**src/rtl/fetch_unit.sv**
```systemverilog
// Instruction fetch stage: owns the fetch PC, issues in-order word requests to
// instruction memory and hands buffered words to the core over valid/ready.
module fetch_unit #(
  parameter logic [31:0] RESET_PC  = 32'h0000_0000,
  parameter int          BUF_DEPTH = 2
) (
  input  logic        clk,
  input  logic        reset,
  output logic        imem_req_valid,
  input  logic        imem_req_ready,
  output logic [31:0] imem_req_addr,
  input  logic        imem_rsp_valid,
  input  logic [31:0] imem_rsp_data,
  input  logic        redirect_valid,
  input  logic [31:0] redirect_pc,
  output logic        inst_valid,
  input  logic        inst_ready,
  output logic [31:0] inst_data,
  output logic [31:0] inst_pc
);

  localparam int PW = (BUF_DEPTH > 2) ? 2 : 1;
  localparam int CW = 3;
  localparam logic [CW-1:0] DEPTH_C = CW'(BUF_DEPTH);

  localparam logic [1:0] S_IDLE  = 2'd0;
  localparam logic [1:0] S_RUN   = 2'd1;
  localparam logic [1:0] S_FLUSH = 2'd2;

  logic [1:0]    state;
  logic [31:0]   fetch_pc;
  logic [CW-1:0] outstanding;
  logic [CW-1:0] drop_cnt;
  logic [CW-1:0] alloc_cnt;
  logic [PW-1:0] head_ptr;
  logic [PW-1:0] rsp_ptr;
  logic [PW-1:0] tail_ptr;

  logic [31:0]          ent_pc   [BUF_DEPTH];
  logic [31:0]          ent_data [BUF_DEPTH];
  logic [BUF_DEPTH-1:0] ent_full;

  logic          active;
  logic          credit_ok;
  logic          req_fire;
  logic          dropping;
  logic          rsp_write;
  logic          pop;
  logic [CW-1:0] inflight;
  logic [CW-1:0] redirect_drop;

  // Entries are allocated at request time, so alloc_cnt covers both the
  // words in flight and the words waiting for the core.
  always_comb begin
    active        = (state != S_IDLE);
    credit_ok     = ({1'b0, alloc_cnt} + {1'b0, drop_cnt}) < {1'b0, DEPTH_C};
    imem_req_valid = active && credit_ok && !redirect_valid;
    imem_req_addr = fetch_pc;
    req_fire      = imem_req_valid && imem_req_ready;
    dropping      = (state == S_FLUSH) && (drop_cnt != '0) && imem_rsp_valid;
    rsp_write     = active && !redirect_valid && imem_rsp_valid &&
                    (drop_cnt == '0) && (outstanding != '0);
    inst_valid    = ent_full[head_ptr];
    inst_data     = inst_valid ? ent_data[head_ptr] : 32'h0;
    inst_pc       = inst_valid ? ent_pc[head_ptr] : 32'h0;
    pop           = inst_valid && inst_ready && !redirect_valid;
    inflight      = outstanding + drop_cnt;
    redirect_drop = inflight - CW'(imem_rsp_valid && (inflight != '0));
  end

  // Control state: a redirect wins over everything else and restarts the
  // buffer accounting, leaving the old in-flight words to be dropped.
  always_ff @(posedge clk or posedge reset) begin
    if (reset) begin
      state       <= S_IDLE;
      fetch_pc    <= RESET_PC;
      outstanding <= '0;
      drop_cnt    <= '0;
      alloc_cnt   <= '0;
      head_ptr    <= '0;
      rsp_ptr     <= '0;
      tail_ptr    <= '0;
    end else if (redirect_valid) begin
      state       <= (redirect_drop != '0) ? S_FLUSH : S_RUN;
      fetch_pc    <= redirect_pc & ~32'h3;
      outstanding <= '0;
      drop_cnt    <= redirect_drop;
      alloc_cnt   <= '0;
      head_ptr    <= '0;
      rsp_ptr     <= '0;
      tail_ptr    <= '0;
    end else begin
      case (state)
        S_IDLE:  state <= S_RUN;
        S_FLUSH: if ((drop_cnt == '0) || (dropping && drop_cnt == CW'(1)))
                   state <= S_RUN;
        default: state <= state;
      endcase
      if (dropping)
        drop_cnt <= drop_cnt - CW'(1);
      if (req_fire) begin
        fetch_pc <= fetch_pc + 32'd4;
        tail_ptr <= tail_ptr + PW'(1);
      end
      if (rsp_write)
        rsp_ptr <= rsp_ptr + PW'(1);
      if (pop)
        head_ptr <= head_ptr + PW'(1);
      outstanding <= outstanding + CW'(req_fire) - CW'(rsp_write);
      alloc_cnt   <= alloc_cnt + CW'(req_fire) - CW'(pop);
    end
  end

  // Entry storage; request, response and pop always touch different slots.
  always_ff @(posedge clk or posedge reset) begin
    if (reset) begin
      ent_full <= '0;
      for (int i = 0; i < BUF_DEPTH; i++) begin
        ent_pc[i]   <= 32'h0;
        ent_data[i] <= 32'h0;
      end
    end else if (redirect_valid) begin
      ent_full <= '0;
    end else begin
      if (req_fire) begin
        ent_pc[tail_ptr]   <= fetch_pc;
        ent_full[tail_ptr] <= 1'b0;
      end
      if (rsp_write) begin
        ent_data[rsp_ptr] <= imem_rsp_data;
        ent_full[rsp_ptr] <= 1'b1;
      end
      if (pop)
        ent_full[head_ptr] <= 1'b0;
    end
  end

  a_credit_cap: assert property (@(posedge clk) disable iff (reset)
    ({1'b0, alloc_cnt} + {1'b0, drop_cnt}) <= {1'b0, DEPTH_C});
  a_out_le_alloc: assert property (@(posedge clk) disable iff (reset)
    outstanding <= alloc_cnt);

endmodule
```
**config.mk**
```make
export PLATFORM = sky130hd
export DESIGN_NAME = fetch_unit
export DESIGN_NICKNAME = d
export VERILOG_FILES = /design/src/rtl/fetch_unit.sv
export SDC_FILE = /design/constraint.sdc
export NUM_CORES = 1
export LEC_CHECK = 0
export ABC_AREA = 1
export BUFFER_PORTS_ARGS = -buffer_cell sky130_fd_sc_hd__buf_2
export CAP_MARGIN = 5
export CORE_UTILIZATION = 38
export CTS_BUF_LIST = sky130_fd_sc_hd__clkbuf_16
export DETAILED_ROUTE_END_ITERATION = 8
export SKIP_LAST_GASP = 1
export SLEW_MARGIN = 30
export SYNTH_ARGS = -nofsm -noshare
export SYNTH_HDL_FRONTEND = slang
export SYNTH_SLANG_ARGS = --single-unit
```
**constraint.sdc**
```tcl
create_clock -name clk -period 6.9 [get_ports clk]
set_input_delay 0.69 -clock clk [delete_from_list [all_inputs] [get_ports clk]]
set_output_delay 0.69 -clock clk [all_outputs]
set_load 0.005 [all_outputs]
```
# Yosys cells after proc, flatten, opt, wreduce, memory -nomap -nowiden
# Cells that the tools add are included.
[totals] output_inout_bits=98 elab_cells=128 register_bits=176
[classes] n_reduce_logical=35 eq_ne=3 bitwise_logic=9 muxes=44 magnitude_cmp=12 addsub=12
[op_table] cell="2-to-1 mux 32 bit" count=12
[op_table] cell="bitwise mux 64 bit" count=2
[op_table] cell="demux 32 bit (select 1 bit)" count=2
[op_table] cell="adder 32 x 3 -> 32 bit, second input constant" count=1
[op_table] cell="logical AND 1 bit" count=18
[op_table] cell="2-to-1 mux 2 bit" count=9
[op_table] cell="nonzero test 3 bit" count=5
[op_table] cell="2-to-1 mux 3 bit" count=4
[op_table] cell="2-to-1 mux 1 bit" count=11
[op_table] cell="nonzero test 2 bit" count=5
[op_table] cell="subtractor 3 x 1 -> 3 bit" count=3
[op_table] cell="adder 3 x 1 -> 3 bit" count=2
[op_table] cell="greater-or-equal comparator 2 bit, second input constant" count=3
[op_table] cell="less-than comparator 1 x 2 -> 1 bit, second input constant" count=3
[op_table] cell="NOT 1 -> 2 bit" count=3
[op_table] cell="AND reduction 2 bit" count=3
[op_table] cell="adder 3 x 3 -> 4 bit" count=1
[op_table] cell="bitwise AND 2 bit" count=2
[op_table] cell="less-than comparator 2 x 1 -> 1 bit, second input constant" count=2
[op_table] cell="less-than comparator 4 x 2 -> 1 bit, second input constant" count=1
[op_table] cell="NOT 2 bit" count=2
[op_table] cell="one-hot mux 2 bit (2 select lines)" count=1
[op_table] cell="adder 1 bit, second input constant" count=3
[op_table] cell="adder 3 bit" count=1
[op_table] cell="12 further kinds" count=16

# Depth between registers and ports, before layout
# Gate-level depths: netlist of run 1.
[depth] ltp_word=14 depth_mapped=15

# Worst setup path before layout of run 1
# No wires, ideal clock.
[synth_path] path_kind="register to register" start="reg drop_cnt[1]" end="reg alloc_cnt[2]" setup_slack_ns=4.029 path_stages_with_launch=16 arrival_ns=2.739 path_cell_list="dfrtp_1 inv_1 fa_1 inv_1 nor2_1 nand2_1 nor2_8 nand3_4 buf_2 ha_1 inv_1 ha_1 inv_1 fa_1 xor2_1 nor2_1"
[synth_between] elab_chain_len=8
[synth_lines] element="start, declared" line_no="33" rtl="logic [CW-1:0] drop_cnt;"
[synth_lines] element="start signal, assigned" line_no="87" rtl="drop_cnt <= redirect_drop;"
[synth_lines] element="start signal, assigned" line_no="100" rtl="drop_cnt <= drop_cnt - CW'(1);"
[synth_lines] element="adder 3 x 3 -> 4 bit" line_no="56" rtl="credit_ok = ({1'b0, alloc_cnt} + {1'b0, drop_cnt}) < {1'b0, DEPTH_C};"
[synth_lines] element="less-than comparator 4 x 2 -> 1 bit" line_no="56"
[synth_lines] element="logical AND 1 bit (2 in a row)" line_no="57" rtl="imem_req_valid = active && credit_ok && !redirect_valid;"
[synth_lines] element="logical AND 1 bit" line_no="59" rtl="req_fire = imem_req_valid && imem_req_ready;"
[synth_lines] element="adder 3 x 1 -> 3 bit" line_no="110" rtl="alloc_cnt <= alloc_cnt + CW'(req_fire) - CW'(pop);"
[synth_lines] element="subtractor 3 x 1 -> 3 bit" line_no="110"
[synth_lines] element="2-to-1 mux 3 bit" line_no="83" rtl="end else if (redirect_valid) begin"
[synth_lines] element="end signal, assigned" line_no="110"
[synth_lines] element="end, declared" line_no="34" rtl="logic [CW-1:0] alloc_cnt;"
# No other way between the ends.
# A chain may end at the register's enable or synchronous reset.

# Final worst setup path of run 1
[layout_path] start="reg head_ptr" end="out inst_pc[13]"
[layout_between] elab_chain_len=5 word_cells_on_any_way=7 classes_between="mux: 6; bitwise: 1"
[layout_lines] element="start, declared" line_no="35" rtl="logic [PW-1:0] head_ptr;"
[layout_lines] element="start signal, assigned" line_no="108" rtl="head_ptr <= head_ptr + PW'(1);"
[layout_lines] element="NOT 1 -> 2 bit (implied by the code)" line_no="65" rtl="inst_pc = inst_valid ? ent_pc[head_ptr] : 32'h0;"
[layout_lines] element="2-to-1 mux 32 bit (implied by the code) (3 in a row)" line_no="65"
[layout_lines] element="2-to-1 mux 32 bit *" line_no="65"
[layout_lines] element="end, declared" line_no="19" rtl="output logic [31:0] inst_pc"
# Every way passes the cells marked *; elsewhere a longest branch is shown, timed or not. The select of a mux whose other input is x is not followed.

==> flow_summary.yaml, run 1 <==
critical_path:
  cp_slowest_cell: "inv_1"
  cp_max_fo: 44
  endpoint_kind: "output pin"
  rr_worst_depth: 14
  crit_type: "register to output pin"
  crit_path_start_kind: "register"
  crit_path_cell_trace: "inv_1, nand2_1, nand2_2, buf_4, nand2_1, inv_1, buf_2"
  cp_slowest_stage_delay_ns: 0.54
  arrival_ns: 2.82
  r2r_slack_ns: 3.75
  crit_required_ns: 6.21
clock_tree:
  hold_buffers: 0
  cts.sinks: 170
  cts_resized: 0
  path_clk_slew_ns: 0.07
  cts_tree: "done"
  insertion_delay_ns: 0.43
  cts_inserted_buffers: 17
  ctsRootBufferMaster: "clkbuf_16"
  clockBufferDepth: 2
  cts_max_level: 4
  cts_setup_buffers: 0
yosys:
  synth_cell_types: 35
  synthFlopType: "dfrtp_1"
  ys_seq_area_frac: 0.452
  syn-cell-area_sq_um: 9420
  synthTopCellsByCount: "nand2_1, inv_1, dfrtp_1"
  synth_edf_count: 0
  yosysMostFrequentCell: "nand2_1"
  yosys.area.top_type_share: 0.452
  synth.largest_area_cell: "dfrtp_1"
  avgSynthCellArea_sq_um: 7.13
  synth-seq-cells: 170
  async_flop_share: 1.00
  netlist_instances: 1320
  synth_area_leaders: "dfrtp_1, nand2_1, inv_1, o21ai_0, nand3_1"
  ys_warn_count: 0
floorplanning:
  die_h_microns: 159
  die-width_microns: 159
  row_count: 57
  ios: 168
  coreArea_sq_um: 24300
  initial_core_util: 0.387
  die_area_sq_um: 25400
final_layout:
  postLayoutCoreUtil: 0.448
  diodes: 0
  fin_nets: 1532
  design_area_sq_um: 10900
  fillers: 2554
  drive_gt1_frac: 0.159
  fin_cells: 1782
  area_growth_pct: 15.6
sta:
  fmax_mhz: 285
  setup_slack_ns: 3.39
  setup-tns-final_ns: 0
  finalCriticalPeriod_ns: 3.51
  worst_pin_slew_ns: 0.737
  finalMaxSlewViolations: 0
  rsz0062_at_grt: "false"
  setup_violations: 0
  hold_viol: 0
  slew_headroom: 0.508
  fin_crit_sh: 0.509
  skew_ns: 0.0134
power:
  p_sw_mw: 1.09
  power.density_nw_per_um2: 283
  p_leak_nw: 6.20
  p_int_mw: 1.99
  clkPwrFrac: 0.305
  seq_power_share: 0.453
  ir_worst_vdd_mv: 0.135
  combPwrFrac: 0.242
  p_sw_frac: 0.355
hold_path:
  hold_class: "input pin to asynchronous set/reset pin"
place:
  placed_cells: 1750
  hpwl_microns: 16200
  io_buffers: 161
  place_ws_ns: 3.19
  gp_congestion: 0.942
  place_area_sq_um: 10300
route:
  drc_errors: 0
  ant_nets: 0
  totalWireLength_microns: 24000
  drt-pass1-iter-count: 6
  wl_per_cell_microns: 13.5
  vias: 8377
  vias_per_cell: 4.70
  drtIter0Drc: 519
grt:
  antenna_found_initial: 0
  grt_pass1_vias: 7908
  overflow: 0
  grt_pass1_wl_microns: 39700
  grt_use_total: 0.195
  grt_start_max_net_pins: 94
run:
  maxCapViolations: 0
outcome:
  status: "finished, final reports clean"
==> state kept, by name, summed over array words and instances, names as in the netlist, 2 cells and up <==
signal,flops
ent_data,64
drop_cnt,3
alloc_cnt,3
outstanding,3
ent_pc,60
ent_full,2
state,2
imem_req_addr,30
==> path summary, 6_finish.rpt <==
| path | startpoint | end |
|---|---|---|
| worst min register to register | ent_data[28] | ent_data[28] |
| worst max-delay path | head_ptr | inst_pc[13] |
| worst max register to register | drop_cnt[1] | alloc_cnt[2] |
| worst min-delay path | reset | outstanding[0] |
| max in group asynchronous | reset | head_ptr |
| min in group clk | imem_rsp_data[18] | ent_data[18] |
==> cell type report <==
class                   instances  area [sq um]  share of cell area
inverters                     176           668              0.0614
well taps                     324           405              0.0372
multi-input cells             913          4120               0.378
flip-flops and latches        170          4260               0.391
repair buffers                167           867              0.0797
clock inverters                15           145              0.0133
clock buffers                  17           425              0.0391
==> critical path, delay by kind of cell, from the launching register on <==
| family | cells | cell delay (ns) |
|---|---|---|
| buf+inv | 4 | 1.28 |
| flops | 1 | 0.40 |
| simple gates | 3 | 0.72 |
==> through the flow <==
step,power (mW),hold WS (ns)
final,3.08,0.375
after detailed placement,2.17,0.465
after floorplan,1.94,0.449
after CTS,3.11,0.447
after global placement,2.14,0.461
after global routing,3.31,0.437
==> power by group through the flow <==
stage / registers [mW] / logic [mW] / clock network [mW]
floorplan: 1.36 / 0.581 / 0
global placement: 1.41 / 0.732 / 0
detailed placement: 1.42 / 0.750 / 0
CTS: 1.40 / 0.755 / 0.960
global route: 1.43 / 0.879 / 1.00
finish: 1.40 / 0.745 / 0.940
==> kinds of logic after synthesis <==
logic type               count (synthesis)  share of synthesized area
adder cells (fa/ha/maj)                 17                     0.0258
buffers and inverters                  240                      0.113
other                                    1                   0.000398
XOR/XNOR                                 6                    0.00558
AO/OA/AOI/OAI                          152                     0.0866
flip-flops                             170                      0.452
AND/OR/NAND/NOR                        734                      0.317
==> metal layers <==
layer,global-route usage,share of wire,up-vias,wire [microns]
li1,-,-,4267,-
met3,0.0292,0.044,25,1050
met1,0.281,0.50,3867,11900
met2,0.306,0.44,218,10700
met4,0.0542,0.015,0,363
met5,0,0,-,0
==> cell usage in the layout, fill, tap and decap left out, drive strengths merged <==
cell type,instances
or2,1
ha,13
nand4,4
nand2,585
a21oi,4
o31ai,1
o21ai,144
fa,4
xnor2,4
a21boi,1
inv,186
nand3b,8
clkbuf,17
nand3,74
dfrtp,170
conb,4
nor2,61
nor3,1
o21bai,1
clkinv,4
buf,167
o211ai,1
xor2,2
clkinvlp,1
(Power assumes the default switching activity.)
==> inputs of run 2 (changes only) <==
==> constraint.sdc (replaced) <==
create_clock -name clk -period 2.9 [get_ports clk]
set_input_delay 0.29 -clock clk [delete_from_list [all_inputs] [get_ports clk]]
set_output_delay 0.29 -clock clk [all_outputs]
set_load 0.005 [all_outputs]
==> run 2 against run 1 <==
Total power increased by 140%; non-clock buffer count grew 15; sequential share of layout area fell by 0.54 points; flip-flop and latch count unchanged; via count up 1.2%; core utilization increased by 0.64 points.
==> flow_summary.yaml, run 2 (synthesis results as in run 1) <==
floorplanning:
  coreArea_sq_um: 24300
  die_area_sq_um: 25400
  initial_core_util: 0.387
  row_count: 57
  die-width_microns: 159
  ios: 168
  die_h_microns: 159
sta:
  finalMaxSlewViolations: 0
  setup_violations: 0
  skew_ns: 0.0137
  fmax_mhz: 368
  slew_headroom: 0.510
  setup-tns-final_ns: 0
  hold_viol: 0
  fin_crit_sh: 0.937
  rsz0062_at_grt: "false"
  finalCriticalPeriod_ns: 2.72
  worst_pin_slew_ns: 0.734
grt:
  grt_pass1_vias: 7893
  overflow: 0
  grt_use_total: 0.200
  grt_pass1_wl_microns: 40700
  grt_start_max_net_pins: 73
  antenna_found_initial: 0
clock_tree:
  cts.sinks: 170
  cts_tree: "done"
  cts_max_level: 4
  clockBufferDepth: 2
  path_clk_slew_ns: 0.08
  insertion_delay_ns: 0.44
  ctsRootBufferMaster: "clkbuf_16"
  cts_inserted_buffers: 17
power:
  p_sw_mw: 2.69
  p_sw_frac: 0.359
  power_mw: 7.48
  seq_power_share: 0.446
  power.density_nw_per_um2: 678
  p_int_mw: 4.79
  p_leak_nw: 6.28
  clkPwrFrac: 0.309
  ir_worst_vdd_mv: 0.367
  combPwrFrac: 0.245
outcome:
  status: "finished, final reports clean"
final_layout:
  postLayoutCoreUtil: 0.454
  layout_common_cells: "nand2_1, inv_1, dfrtp_1, buf_2, o21ai_0"
  fillers: 2541
  fin_nets: 1547
  diodes: 0
  multi_input_area_sq_um: 4120
  design_area_sq_um: 11000
  regMostFlops: "ent_data"
  layout_commonest_cell: "nand2_1"
  largest_reg_flops: 64
  area_growth_pct: 17.3
  drive_gt1_frac: 0.168
  register_area_sq_um: 4260
critical_path:
  crit_path_cell_trace: "inv_2, fa_1, inv_1, nor2_1, nand2_1, nor2_8, nand3_4, ha_1, inv_1, ha_1, inv_1, fa_1, xor2_1, nor2_1"
  cp_slowest_cell: "fa_1"
  crit_path_start_kind: "register"
  arrival_ns: 3.02
  cp_slowest_stage_delay_ns: 0.53
  critical_path.top_delay_family: "adder cells"
  critPathBufInv: 4
  endpoint_kind: "register"
  crit_type: "register to register"
  crit_top_cell: "inv_1"
  cp_max_fo: 5
  crit_required_ns: 3.21
place:
  place_area_sq_um: 10400
  hpwl_microns: 17000
  io_buffers: 161
  gp_congestion: 0.894
route:
  wl_per_cell_microns: 13.7
  drc_errors: 0
  vias_per_cell: 4.72
  ant_nets: 0
  totalWireLength_microns: 24600
  vias: 8478
  drt-pass1-iter-count: 5
  drtIter0Drc: 686
run:
  maxCapViolations: 0
hold_path:
  hold_class: "input pin to register"
## run 2: layer usage
metal	track usage	vias to the layer above	part of all wire
li1	-	4305	-
met1	0.295	3903	0.49
met2	0.304	245	0.44
met3	0.0310	25	0.054
met4	0.0573	0	0.014
met5	0	-	0
## run 2: metrics by stage
stage,hold slack (ns),cells,setup WS [ns]
2_1_floorplan,0.400,1323,0.0293
3_3_place_gp,0.294,1764,0.180
3_5_place_dp,0.301,1764,0.100
4_1_cts,0.0430,1797,0.0812
5_1_grt,0.0505,1797,0.0198
6_report,0.0556,1797,0.184
## run 2: layout make-up
| cell class | count | share of cell area |
|---|---|---|
| flip-flops and latches | 170 | 0.386 |
| multi-input cells | 913 | 0.373 |
| repair buffers | 182 | 0.0898 |
| inverters | 176 | 0.0602 |
| clock buffers | 17 | 0.0385 |
| well taps | 324 | 0.0367 |
| clock inverters | 15 | 0.0162 |
## run 2: power groups by stage
stage	sequential [mW]	clock (mW)	combinational [mW]
after global routing	3.42	2.47	2.15
final	3.34	2.31	1.83
after detailed placement	3.37	0	1.83
after global placement	3.36	0	1.79
after floorplan	3.24	0	1.38
after CTS	3.33	2.38	1.85
## run 2: repair_timing
item | CTS | global route
gates resized for setup | 0 | 2
endpoints found under the setup margin | 0 | 3
setup buffers | 0 | 0
hold endpoints to repair | 11 | 0
hold buffers | 1 | 0
## run 2: final timing paths
kind | startpoint | to | slack (ns) | depth (start not counted)
min | imem_rsp_data[18] | ent_data[18] | 0.06 | 3
min reg2reg | ent_data[0] | ent_data[0] | 0.48 | 2
max reg2reg | drop_cnt[1] | alloc_cnt[2] | 0.18 | 14
min in group asynchronous | reset | outstanding[2] | 0.38 | 3
max in group asynchronous | reset | ent_pc[60] | 1.74 | 4
max | drop_cnt[1] | alloc_cnt[2] | 0.18 | 14
## run 2: worst register-to-register path, stage by stage, from the launching register on
cell and delay [ns]:
dfrtp_2 0.40, inv_2 0.08, fa_1 0.53, inv_1 0.04, nor2_1 0.08, nand2_1 0.13
nor2_8 0.12, nand3_4 0.08, ha_1 0.31, inv_1 0.06, ha_1 0.13, inv_1 0.05
fa_1 0.37, xor2_1 0.17, nor2_1 0.05
==> inputs of run 3 (changes only) <==
==> constraint.sdc (replaced) <==
create_clock -name clk -period 3 [get_ports clk]
set_input_delay 0.3 -clock clk [delete_from_list [all_inputs] [get_ports clk]]
set_output_delay 0.3 -clock clk [all_outputs]
set_load 0.005 [all_outputs]
==> run 3 against run 2 <==
Die area unchanged; register-to-register slack improved by 0.08 ns; core utilization decreased by 0.067 points; flip-flop and latch count unchanged; sequential power decreased by 4%; hold slack improved by 0.0036 ns; global-route usage increased by 0.063 points; fmax decreased by 0.86%; final area decreased by 0.15%; critical endpoint is now outstanding[2]; highest routed layer unchanged.
==> flow_summary.yaml, run 3 (synthesis results as in run 1) <==
critical_path:
  crit_path_start: "drop_cnt[1]"
  worstReg2RegEnd: "outstanding[2]"
  cp_slowest_stage_delay_ns: 0.54
  crit_type: "register to register"
  crit_path_cell_trace: "inv_1, fa_1, inv_1, nor2_1, nand2_1, nor2_8, nand3_4, ha_1, inv_1, ha_1, inv_1, fa_1, o21ai_0, a21oi_1"
  arrival_ns: 3.06
  crit_path_start_kind: "register"
  r2r_slack_ns: 0.26
  endpoint: "outstanding[2]"
  crit_top_cell: "inv_1"
  r2r-start: "drop_cnt[1]"
  rr_worst_depth: 14
  cp_max_fo: 5
  crit_required_ns: 3.32
  cp_slowest_cell: "fa_1"
  endpoint_kind: "register"
floorplanning:
  row_count: 57
  ios: 168
  die-width_microns: 159
  die_area_sq_um: 25400
  initial_core_util: 0.387
  die_h_microns: 159
  coreArea_sq_um: 24300
power:
  power.density_nw_per_um2: 656
  ir_worst_vdd_mv: 0.311
  power_mw: 7.23
  p_leak_nw: 6.26
final_layout:
  fillers: 2499
  regMostFlops: "ent_data"
  multi_input_area_sq_um: 4120
  register_area_sq_um: 4260
  largest_reg_flops: 64
  layout_common_cells: "nand2_1, inv_1, dfrtp_1, buf_2, o21ai_0"
  drive_gt1_frac: 0.164
  fin_nets: 1541
  area_growth_pct: 17.1
  layout_commonest_cell: "nand2_1"
clock_tree:
  insertion_delay_ns: 0.44
  clockBufferDepth: 2
  cts.sinks: 170
  path_clk_slew_ns: 0.08
  ctsRootBufferMaster: "clkbuf_16"
  cts_max_level: 4
  cts_tree: "done"
  cts_resized: 0
  cts_inserted_buffers: 17
hold_path:
  hold_class: "input pin to register"
sta:
  skew_ns: 0.0130
  finalMaxSlewViolations: 0
  finalCriticalPeriod_ns: 2.74
  rsz0062_at_grt: "false"
  fin_crit_sh: 0.913
  setup_violations: 0
  setup-tns-final_ns: 0
  hold_viol: 0
  worst_pin_slew_ns: 0.721
  slew_headroom: 0.519
  fmax_mhz: 365
route:
  wl_per_cell_microns: 13.6
  drt-pass1-iter-count: 4
  drc_errors: 0
  vias_per_cell: 4.67
  ant_nets: 0
  vias: 8362
  drtIter0Drc: 590
  totalWireLength_microns: 24400
place:
  hpwl_microns: 16600
  gp_congestion: 0.854
  io_buffers: 161
grt:
  grt_pass1_vias: 8022
  antenna_found_initial: 0
  grt_use_total: 0.201
  grt_pass1_wl_microns: 40900
  overflow: 0
  grt_start_max_net_pins: 82
outcome:
  status: "finished, final reports clean"
run:
  maxCapViolations: 0
## run 3: metrics by stage
stage / cell area [sq um] / hold WS (ns) / cells / setup WS, ns / utilization
2_1_floorplan: 9430 / 0.410 / 1323 / 0.129 / -
3_3_place_gp: 10400 / 0.448 / 1757 / 0.218 / 0.427
3_5_place_dp: 10400 / 0.448 / 1757 / 0.197 / 0.427
4_1_cts: 11000 / 0.0459 / 1790 / 0.195 / 0.453
5_1_grt: 11000 / 0.0524 / 1791 / 0.0293 / 0.453
6_report: 11000 / 0.0592 / 1792 / 0.260 / 0.453
## run 3: worst min path at each step
stage | from | end | slack (ns) | depth (start not counted)
detailed placement | reset | drop_cnt[2] | 0.45 | 2
global route | imem_rsp_data[13] | ent_data[13] | 0.05 | 3
global placement | reset | drop_cnt[2] | 0.45 | 2
floorplan | imem_rsp_data[0] | ent_data[0] | 0.41 | 2
CTS | imem_rsp_data[18] | ent_data[18] | 0.05 | 3
finish | imem_rsp_data[18] | ent_data[18] | 0.06 | 3
## run 3: critical path: cells and delay by family (launching register included)
kind                     cells  cell delay (ns)
buffers and inverters        4             0.27
flip-flops                   1             0.40
AO/OA/AOI/OAI                2             0.23
AND/OR/NAND/NOR              4             0.42
adder cells (fa/ha/maj)      4             1.31
## run 3: repair_timing
| item | 4_1_cts | 5_1_grt |
|---|---|---|
| setup endpoints to repair | 0 | 1 |
| hold endpoints to repair | 25 | 0 |
| buffers inserted | 0 | 1 |
| hold buffers | 1 | 0 |
## run 3: cell type report
type	instances	area share
repair buffers	176	0.0869
clock buffers	17	0.0386
well taps	324	0.0368
flip-flops and latches	170	0.386
clock inverters	15	0.0176
inverters	176	0.0603
multi-input cells	913	0.374
diodes	1	0.000227
## run 3: where the power goes
part           switching (mW)  internal [mW]
Combinational            1.07          0.680
Sequential              0.405           2.81
Clock                    1.11           1.14
Total                    2.59           4.64
## run 3: layer usage
layer | global-route usage | part of all wire | vias up
met2 | 0.311 | 0.45 | 211
met1 | 0.289 | 0.50 | 3840
met5 | 0 | 0 | -
met3 | 0.0352 | 0.043 | 22
met4 | 0.0551 | 0.012 | 0
li1 | - | - | 4289
